[config.mk]
export PLATFORM = sky130hd
export DESIGN_NAME = sb_tx_arbiter
export DESIGN_NICKNAME = d
export VERILOG_FILES = /design/src/rtl/sb_tx_arbiter.sv
export SDC_FILE = /design/constraint.sdc
export NUM_CORES = 1
export LEC_CHECK = 0
export CAP_MARGIN = 20
export CORE_ASPECT_RATIO = 0.75
export CORE_MARGIN = 2
export CORE_UTILIZATION = 46
export DETAILED_ROUTE_END_ITERATION = 7
export GPL_TIMING_DRIVEN = 0
export PLACE_DENSITY_LB_ADDON = 0.12
export SLEW_MARGIN = 30
export SYNTH_ARGS = -nofsm -noshare
export SYNTH_HDL_FRONTEND = slang
export SYNTH_SLANG_ARGS = --single-unit
[constraint.sdc]
create_clock -name i_clk -period 2.55 [get_ports i_clk]
set_input_delay 0.51 -clock i_clk [delete_from_list [all_inputs] [get_ports i_clk]]
set_output_delay 0.51 -clock i_clk [all_outputs]
set_load 0.02 [all_outputs]
[src/rtl/sb_tx_arbiter.sv]
// sb_tx_arbiter: round-robin arbiter sharing one sideband TX channel among LTSM requesters with ack timeout and retry.
module sb_tx_arbiter #(
  parameter int SB_MSG_WIDTH = 4,
  parameter int NUM_REQ = 4,
  parameter int ACK_TIMEOUT = 15,
  parameter int MAX_RETRY = 3
) (
  input  logic                            i_clk,
  input  logic                            i_rst,
  input  logic                            i_flush,
  input  logic [NUM_REQ-1:0]              i_req_valid,
  input  logic [NUM_REQ*SB_MSG_WIDTH-1:0] i_req_msg,
  input  logic [NUM_REQ*3-1:0]            i_req_info,
  input  logic                            i_SB_Busy,
  input  logic                            i_falling_edge_busy,
  output logic                            o_tx_msg_valid,
  output logic [SB_MSG_WIDTH-1:0]         o_encoded_SB_msg,
  output logic [2:0]                      o_tx_msg_info,
  output logic [NUM_REQ-1:0]              o_grant,
  output logic [NUM_REQ-1:0]              o_done,
  output logic                            o_timeout_err
);
  localparam int PW = NUM_REQ > 1 ? $clog2(NUM_REQ) : 1;
  localparam int AW = ACK_TIMEOUT > 0 ? $clog2(ACK_TIMEOUT + 1) : 1;
  localparam int RW = MAX_RETRY > 0 ? $clog2(MAX_RETRY + 1) : 1;
  typedef enum logic [1:0] {IDLE, ISSUE, WAIT_ACK, WAIT_DONE} state_t;
  state_t state;
  logic [PW-1:0] rr_ptr, owner, sel, rr_nxt;
  logic [AW-1:0] ack_cnt, ack_nxt;
  logic [RW-1:0] retry_cnt;
  logic [2*NUM_REQ-1:0] rot;
  logic done_now, to_now, grant_now;
  always_comb begin
    rot = {i_req_valid, i_req_valid} >> rr_ptr;
    sel = '0;
    // scanning downward leaves the nearest requester at or after rr_ptr
    for (int i = NUM_REQ - 1; i >= 0; i--)
      if (rot[i]) sel = PW'((int'(rr_ptr) + i) % NUM_REQ);
    ack_nxt = ack_cnt == AW'(ACK_TIMEOUT) ? ack_cnt : ack_cnt + 1'b1;
    rr_nxt = owner == PW'(NUM_REQ - 1) ? '0 : owner + 1'b1;
    grant_now = !i_flush && state == IDLE && |i_req_valid && !i_SB_Busy;
    done_now = !i_flush && i_falling_edge_busy &&
               (state == WAIT_DONE || (state == WAIT_ACK && i_SB_Busy));
    to_now = !i_flush && state == WAIT_ACK && !i_SB_Busy &&
             ack_nxt == AW'(ACK_TIMEOUT) && retry_cnt == RW'(MAX_RETRY);
  end
  always_ff @(posedge i_clk) begin
    if (i_rst) begin
      state <= IDLE;
      rr_ptr <= '0;
      owner <= '0;
      ack_cnt <= '0;
      retry_cnt <= '0;
      o_tx_msg_valid <= 1'b0;
      o_encoded_SB_msg <= '0;
      o_tx_msg_info <= '0;
      o_grant <= '0;
      o_done <= '0;
      o_timeout_err <= 1'b0;
    end else begin
      o_tx_msg_valid <= 1'b0;
      o_done <= done_now ? o_grant : '0;
      o_timeout_err <= to_now;
      if (i_flush || done_now || to_now) begin
        state <= IDLE;
        o_grant <= '0;
        o_encoded_SB_msg <= '0;
        o_tx_msg_info <= '0;
        ack_cnt <= '0;
        retry_cnt <= '0;
        if (!i_flush) rr_ptr <= rr_nxt;
      end else if (grant_now) begin
        state <= ISSUE;
        owner <= sel;
        o_grant <= NUM_REQ'(1) << sel;
        o_encoded_SB_msg <= i_req_msg[sel * SB_MSG_WIDTH +: SB_MSG_WIDTH];
        o_tx_msg_info <= i_req_info[sel * 3 +: 3];
        o_tx_msg_valid <= 1'b1;
        retry_cnt <= '0;
      end else if (state == ISSUE) begin
        state <= WAIT_ACK;
        ack_cnt <= '0;
      end else if (state == WAIT_ACK) begin
        if (i_SB_Busy) state <= WAIT_DONE;
        else if (ack_nxt == AW'(ACK_TIMEOUT)) begin
          state <= ISSUE;
          o_tx_msg_valid <= 1'b1;
          retry_cnt <= retry_cnt + 1'b1;
          ack_cnt <= ack_nxt;
        end else ack_cnt <= ack_nxt;
      end
    end
  end
endmodule
; After elaboration in Yosys (flattened, before gate mapping)
; Index checks and enable logic that the tools add are counted.
[op_classes]
n_addsub = 6
mul = 1
n_eq_ne = 8
shifts = 4
mux = 19
bitwise = 6
n_reduce_logical = 30
[ops]
columns = operator, count
row1 = $mux W2, 9
row2 = $mux W4, 4
row3 = $shiftx A16 B5 Y4, 1
row4 = $shiftx A12 B5 Y3, 1
row5 = $logic_and A1 B1 Y1, 10
row6 = $eq A2 B2 Y1 const B, 4
row7 = $eq A4 B4 Y1 const B, 2
row8 = $reduce_and A2 Y1, 4
row9 = $shr A8 B2 Y4, 1
row10 = $add A2 B1 Y2 const B, 3
row11 = $mux W1, 6
row12 = $not A1 Y1, 6
row13 = $reduce_bool A3 Y1, 2
row14 = $add A2 B2 Y2 const B, 2
row15 = $add A4 B1 Y4 const B, 1
row16 = $mul A2 B2 Y4 const B, 1
row17 = $reduce_and A4 Y1, 1
row18 = $reduce_bool A4 Y1, 1
row19 = $reduce_or A2 Y1, 2
row20 = $reduce_or A4 Y1, 1
row21 = $shl A1 B2 Y4 const A, 1
row22 = $logic_or A1 B1 Y1, 3
row23 = $reduce_and A3 Y1, 1
row24 = $reduce_or A3 Y1, 1
row25 = other kinds (5), 6
[word_totals]
reg_bits = 29
inputBits = 37
elab_cells = 86

; Logic depth before layout (Yosys ltp)
[logic_depth]
word_depth = 8
ltp_mapped = 8
depth_no_buf = 7

; Least setup slack after synthesis
; Ideal clock, no wire load.
[synth_timing]
kind = register -> register
from = reg ack_cnt[0]
to = reg state[0]
setup_ns = 0.114
arrival_time_ns = 1.834
required_ns = 2.436
setup_slack_ns = 0.601
path_stages_with_launch = 7
cell_sequence = dfxtp_1 > ha_1 > nor4bb_2 > o311a_1 > or4_1 > mux2i_1 > and2b_1
[synth_via]
elab_chain_cells = 7
[synth_rtl]
columns = element, line
row1 = from (decl), 29  ; logic [AW-1:0] ack_cnt, ack_nxt;
row2 = from (signal assigned), 89  ; ack_cnt <= ack_nxt;
row3 = from (signal assigned), 90  ; end else ack_cnt <= ack_nxt;
row4 = $add A4 B1 Y4 or $eq A4 B4 Y1 (tied branches), 39  ; ack_nxt = ack_cnt == AW'(ACK_TIMEOUT) ? ack_cnt : ack_cnt + 1'b1;
row5 = $mux W4 (*), 39
row6 = $eq A4 B4 Y1 (*), "45, 85"
row7 = $logic_and A1 B1 Y1, 44  ; to_now = !i_flush && state == WAIT_ACK && !i_SB_Busy &&
row8 = $logic_and A1 B1 Y1, 45  ; ack_nxt == AW'(ACK_TIMEOUT) && retry_cnt == RW'(MAX_RETRY);
row9 = $logic_or A1 B1 Y1, 64  ; if (i_flush || done_now || to_now) begin
row10 = $reduce_or A2 Y1 (no source line), --
row11 = to (signal assigned), 49  ; state <= IDLE;
row12 = to (signal assigned), 65  ; state <= IDLE;
row13 = to (signal assigned), 73  ; state <= ISSUE;
row14 = to (decl), 27  ; state_t state;
; Every way passes the cells marked *; elsewhere a longest branch is shown, timed or not.
; A chain may end at the register's enable or synchronous reset.

; Worst setup path after layout
[layout_timing]
from = in i_flush
to = reg o_encoded_SB_msg[2]
[layout_via]
elab_chain_cells = 7
[layout_rtl]
columns = element, line
row1 = from (decl), 10  ; input logic i_flush,
row2 = $logic_not A1 Y1, --
row3 = $logic_and A1 B1 Y1 (3 in a row), 44
row4 = $logic_and A1 B1 Y1, 45
row5 = $logic_or A1 B1 Y1, 64
row6 = $reduce_or A2 Y1 (no source line), --
row7 = to (signal assigned), 76  ; o_encoded_SB_msg <= i_req_msg[sel * SB_MSG_WIDTH +: SB_MSG_WIDTH];
row8 = to (decl), 17  ; output logic [SB_MSG_WIDTH-1:0] o_encoded_SB_msg,
; Parallel ways exist; a longest one is shown, timed or not.

==> implementation parameters <==
Parameter                              Value

Status
  Status    complete, no violations

Clock tree
  Clock-pin slew on the worst setup and hold paths    0.06 ns
  Maximum number of buffers from clock root to sink    2
  Num Clock Sinks    29
  Number of H-tree branching levels    2
  TritonCTS clock tree    yes
  Post-CTS Setup Bufs    0
  Buffer type at the clock tree root    clkbuf_8
  Number of gates resized after cts    0
  Inserted Clock Buffers    5
  Insertion delay to the later sink of the worst-skew pair    0.29 ns
  Hold buffer count at CTS    0

Detailed routing
  Wirelength, routed    4.325 mm
  Count of routing violations after the opening detailed-route iteration    129
  Vias per Instance    5.359
  Total number of vias    1688
  Routed wirelength normalized by instance count    13.73 um
  Count of nets left with antenna violations after detail routing    0
  DRT Pass-1 Iters    5
  Detailed-route DRC error count    0

Timing
  Post-route fraction of the period consumed by the critical path    92.12%
  Max transition margin    61.44%
  Final-report max-slew violation count    0
  Final WS setup    0.2010 ns
  Unrepaired setup endpoints after global routing    false
  Final setup TNS    0 ns
  Worst Tran Pin Value    0.5753 ns
  Clock tree skew after final layout    0.01126 ns
  Number of hold-slack violations in the final timing report    0
  Time the final worst path needs with I/O delays and setup    2.349 ns
  Achievable Freq    425.7 MHz
  Setup-failing EPs final    0

Synthesis
  Post-Syn Nets    247
  Fraction of registers with async set or reset after synthesis    0%
  Synthesized area    1703 um^2
  Count of flip-flops with a built-in enable after synthesis    0
  #FFs+latches synth    29
  Netlist cell types    45
  Share of Yosys cell area claimed by the top area cell type    34.09%
  Cell types with the highest counts after synthesis    dfxtp_1 (29), o21ai_0 (19), a21boi_0 (15), and3_1 (15), nand2_1 (14)
  Total of warnings raised by yosys    0
  Avg Cell Area, Syn    8.430 um^2
  Largest cells by area after synthesis    dfxtp_1 (34%), a21boi_0 (6.6%), ha_1 (5.9%), o21ai_0 (5.6%), and3_1 (5.5%)
  Most frequent cell after synthesis    dfxtp_1
  Primary flip-flop cell chosen by synthesis mapping    dfxtp_1
  Cells after Synth    202
  Leading area contributor after synthesis    dfxtp_1
  Seq/Total Area, Yosys    34.09%

Cells and area
  Final layout net count    307
  Post-layout util    67.31%
  Total area of multi-input combinational cells    1050 um^2
  Antenna Cells    0
  Filler cell count    309
  Fraction of final layout cells sized beyond drive strength 1    6.084%
  Layout-stage area growth over the synthesis result    42.84%
  Register area    580.6 um^2

Pwr
  Switching power as a share of total power    21.98%
  Cell-internal power    0.9383 mW
  Areal power density over the cells    494.5 nW/um^2
  Sequential power share    38.6%
  Net Switching    0.2644 mW
  Clock power share    47.4%
  IR drop worst, VDD    281.1 uV
  Portion of total power attributed to combinational logic    14.0%
  Leakage power total    0.9410 nW

Critical path
  Chain of cells forming the critical path    clkdlybuf4s50_1 > nand2b_1 > or3_1 > clkbuf_1 > a21oi_1 > o21ai_0 > a31oi_1
  Number of stages on the worst setup path    7
  Family with the most delay on the worst path    compound AO/OA/AOI/OAI gates
  Register-to-Register Path Depth    6
  Setup Crit Path Kind    in -> reg
  Crit Reg-Reg Startpoint    ack_cnt[0]
  Max Fanout on Critical Path    7
  Startpoint type of the worst setup path    input port
  Endpoint of the lowest-slack register-to-register path    o_grant[1]
  Worst EP arrival    2.56 ns
  Delay of the slowest critical-path stage    0.51 ns
  Number of buffer and inverter stages on the critical path    2
  R2r setup slk    0.28 ns
  Worst setup EP type    flop
  Required time reported for the critical path endpoint    2.76 ns
  Max stage delay cell, worst path    clkdlybuf4s50_1

GRT
  Largest net degree at the start of global routing    11
  Wire length of the first global-routing pass    7.258 mm
  Overflow left after global routing    0
  Initial antenna violation count    0
  Via count of the first global-routing pass    1585
  Overall global routing resource usage    22.39%

Hold path
  Startpoint of the most critical hold path    o_grant[2]
  Type of the tightest min-delay check    reg -> reg
  Hold endpoint    o_grant[2]
  Hold depth    2

Floorplan
  Initial cell density of the core    47.13%
  Full die area    4210 um^2
  CORE AREA    3613 um^2
  Chip Width    74.26 um
  Standard-cell row count    19
  Height of the chip    56.69 um
  Number of top-level pins    54

Placed design
  # port buffers    53
  Placer's final routability congestion estimate    0.8589
  Pre-CTS setup slack    -0.08449 ns
  HPWL Detailed    3.287 mm

Job
  Max-cap check violation count    0
flip-flops by register name, indices dropped and copies added, names as in the netlist:
name and count:
o_encoded_SB_msg 4, o_timeout_err 1, retry_cnt 2, o_tx_msg_info 3, ack_cnt 4, owner 2, rr_ptr 2, o_tx_msg_valid 1
state 2, o_done 4, o_grant 4
worst max-delay path by stage:
stage	endpoint	from	slack, ns
floorplan	state[0]	ack_cnt[0]	0.60
global placement	o_tx_msg_info[0]	i_flush	-0.07
detailed placement	o_encoded_SB_msg[2]	i_flush	-0.08
CTS	o_encoded_SB_msg[2]	i_flush	0.20
global route	o_encoded_SB_msg[1]	i_flush	0.07
finish	o_encoded_SB_msg[2]	i_flush	0.20
cells by family (layout without fill, tap and decap cells):
kind of cell | after synthesis | count (layout) | synth area share (%)
buffers and inverters | 17 | 78 | 4.261
adder cells (fa/ha/maj) | 8 | 8 | 5.878
AO/OA/AOI/OAI | 66 | 66 | 25.35
XOR/XNOR | 1 | 1 | 0.5144
multiplexers | 7 | 7 | 4.115
flip-flops | 29 | 29 | 34.09
AND/OR/NAND/NOR | 74 | 74 | 25.79
worst min-delay path, delay by kind of cell (launching register included):
kind               cells  cell delay (ns)
AOI/OAI and AO/OA      1             0.05
DFF                    1             0.31
and+or+nand+nor        1             0.05
stage by stage:
step | instance area [um^2] | hold WS (ns) | total power, mW | std cells
after floorplan | 1703 | 0.4681 | 0.5511 | 202
after global placement | 2298 | 0.4545 | 0.6399 | 307
after detailed placement | 2298 | 0.4536 | 0.6412 | 307
after CTS | 2432 | 0.4624 | 1.211 | 315
after global routing | 2432 | 0.4872 | 1.252 | 315
final | 2432 | 0.4584 | 1.203 | 315
cells in the final DEF, fill, tap and decap left out, types with 5 or more instances in the layout:
cell type,n
mux2i_1,7
dfxtp_1,29
clkbuf_8,5
nand3_1,5
clkbuf_1,9
a21oi_1,10
a31oi_1,7
o21ai_0,19
clkdlybuf4s50_1,53
nor2_1,8
nand2_1,14
and2_1,7
ha_1,8
a21boi_0,15
nor3_1,5
inv_1,6
and3_1,15
power groups by stage:
stage	clock network (mW)	registers [mW]	logic, mW
6_report	0.570	0.464	0.169
4_1_cts	0.579	0.464	0.168
3_5_place_dp	0	0.474	0.167
2_1_floorplan	0	0.478	0.0728
5_1_grt	0.601	0.464	0.186
3_3_place_gp	0	0.474	0.166
area by class of cell:
cell class / count / share of cell area [%]
multi-input combinational: 156 / 43.16
sequential: 29 / 23.87
timing repair buffer: 53 / 21.81
clock buffer: 5 / 2.829
clock inverter: 3 / 2.675
tap: 52 / 2.675
buffer: 11 / 2.058
inverter: 6 / 0.9259
per-layer routing:
layer / up-vias / routed length, um / GRT usage, % / share of wire [%]
met5: - / 0 / 0 / 0
met4: 0 / 42 / 6.122 / 0.97
met3: 5 / 229 / 5.027 / 5.3
met2: 52 / 1874 / 31.76 / 43
met1: 771 / 2179 / 33.70 / 50
li1: 860 / - / - / -
(Power assumes the default switching activity.)
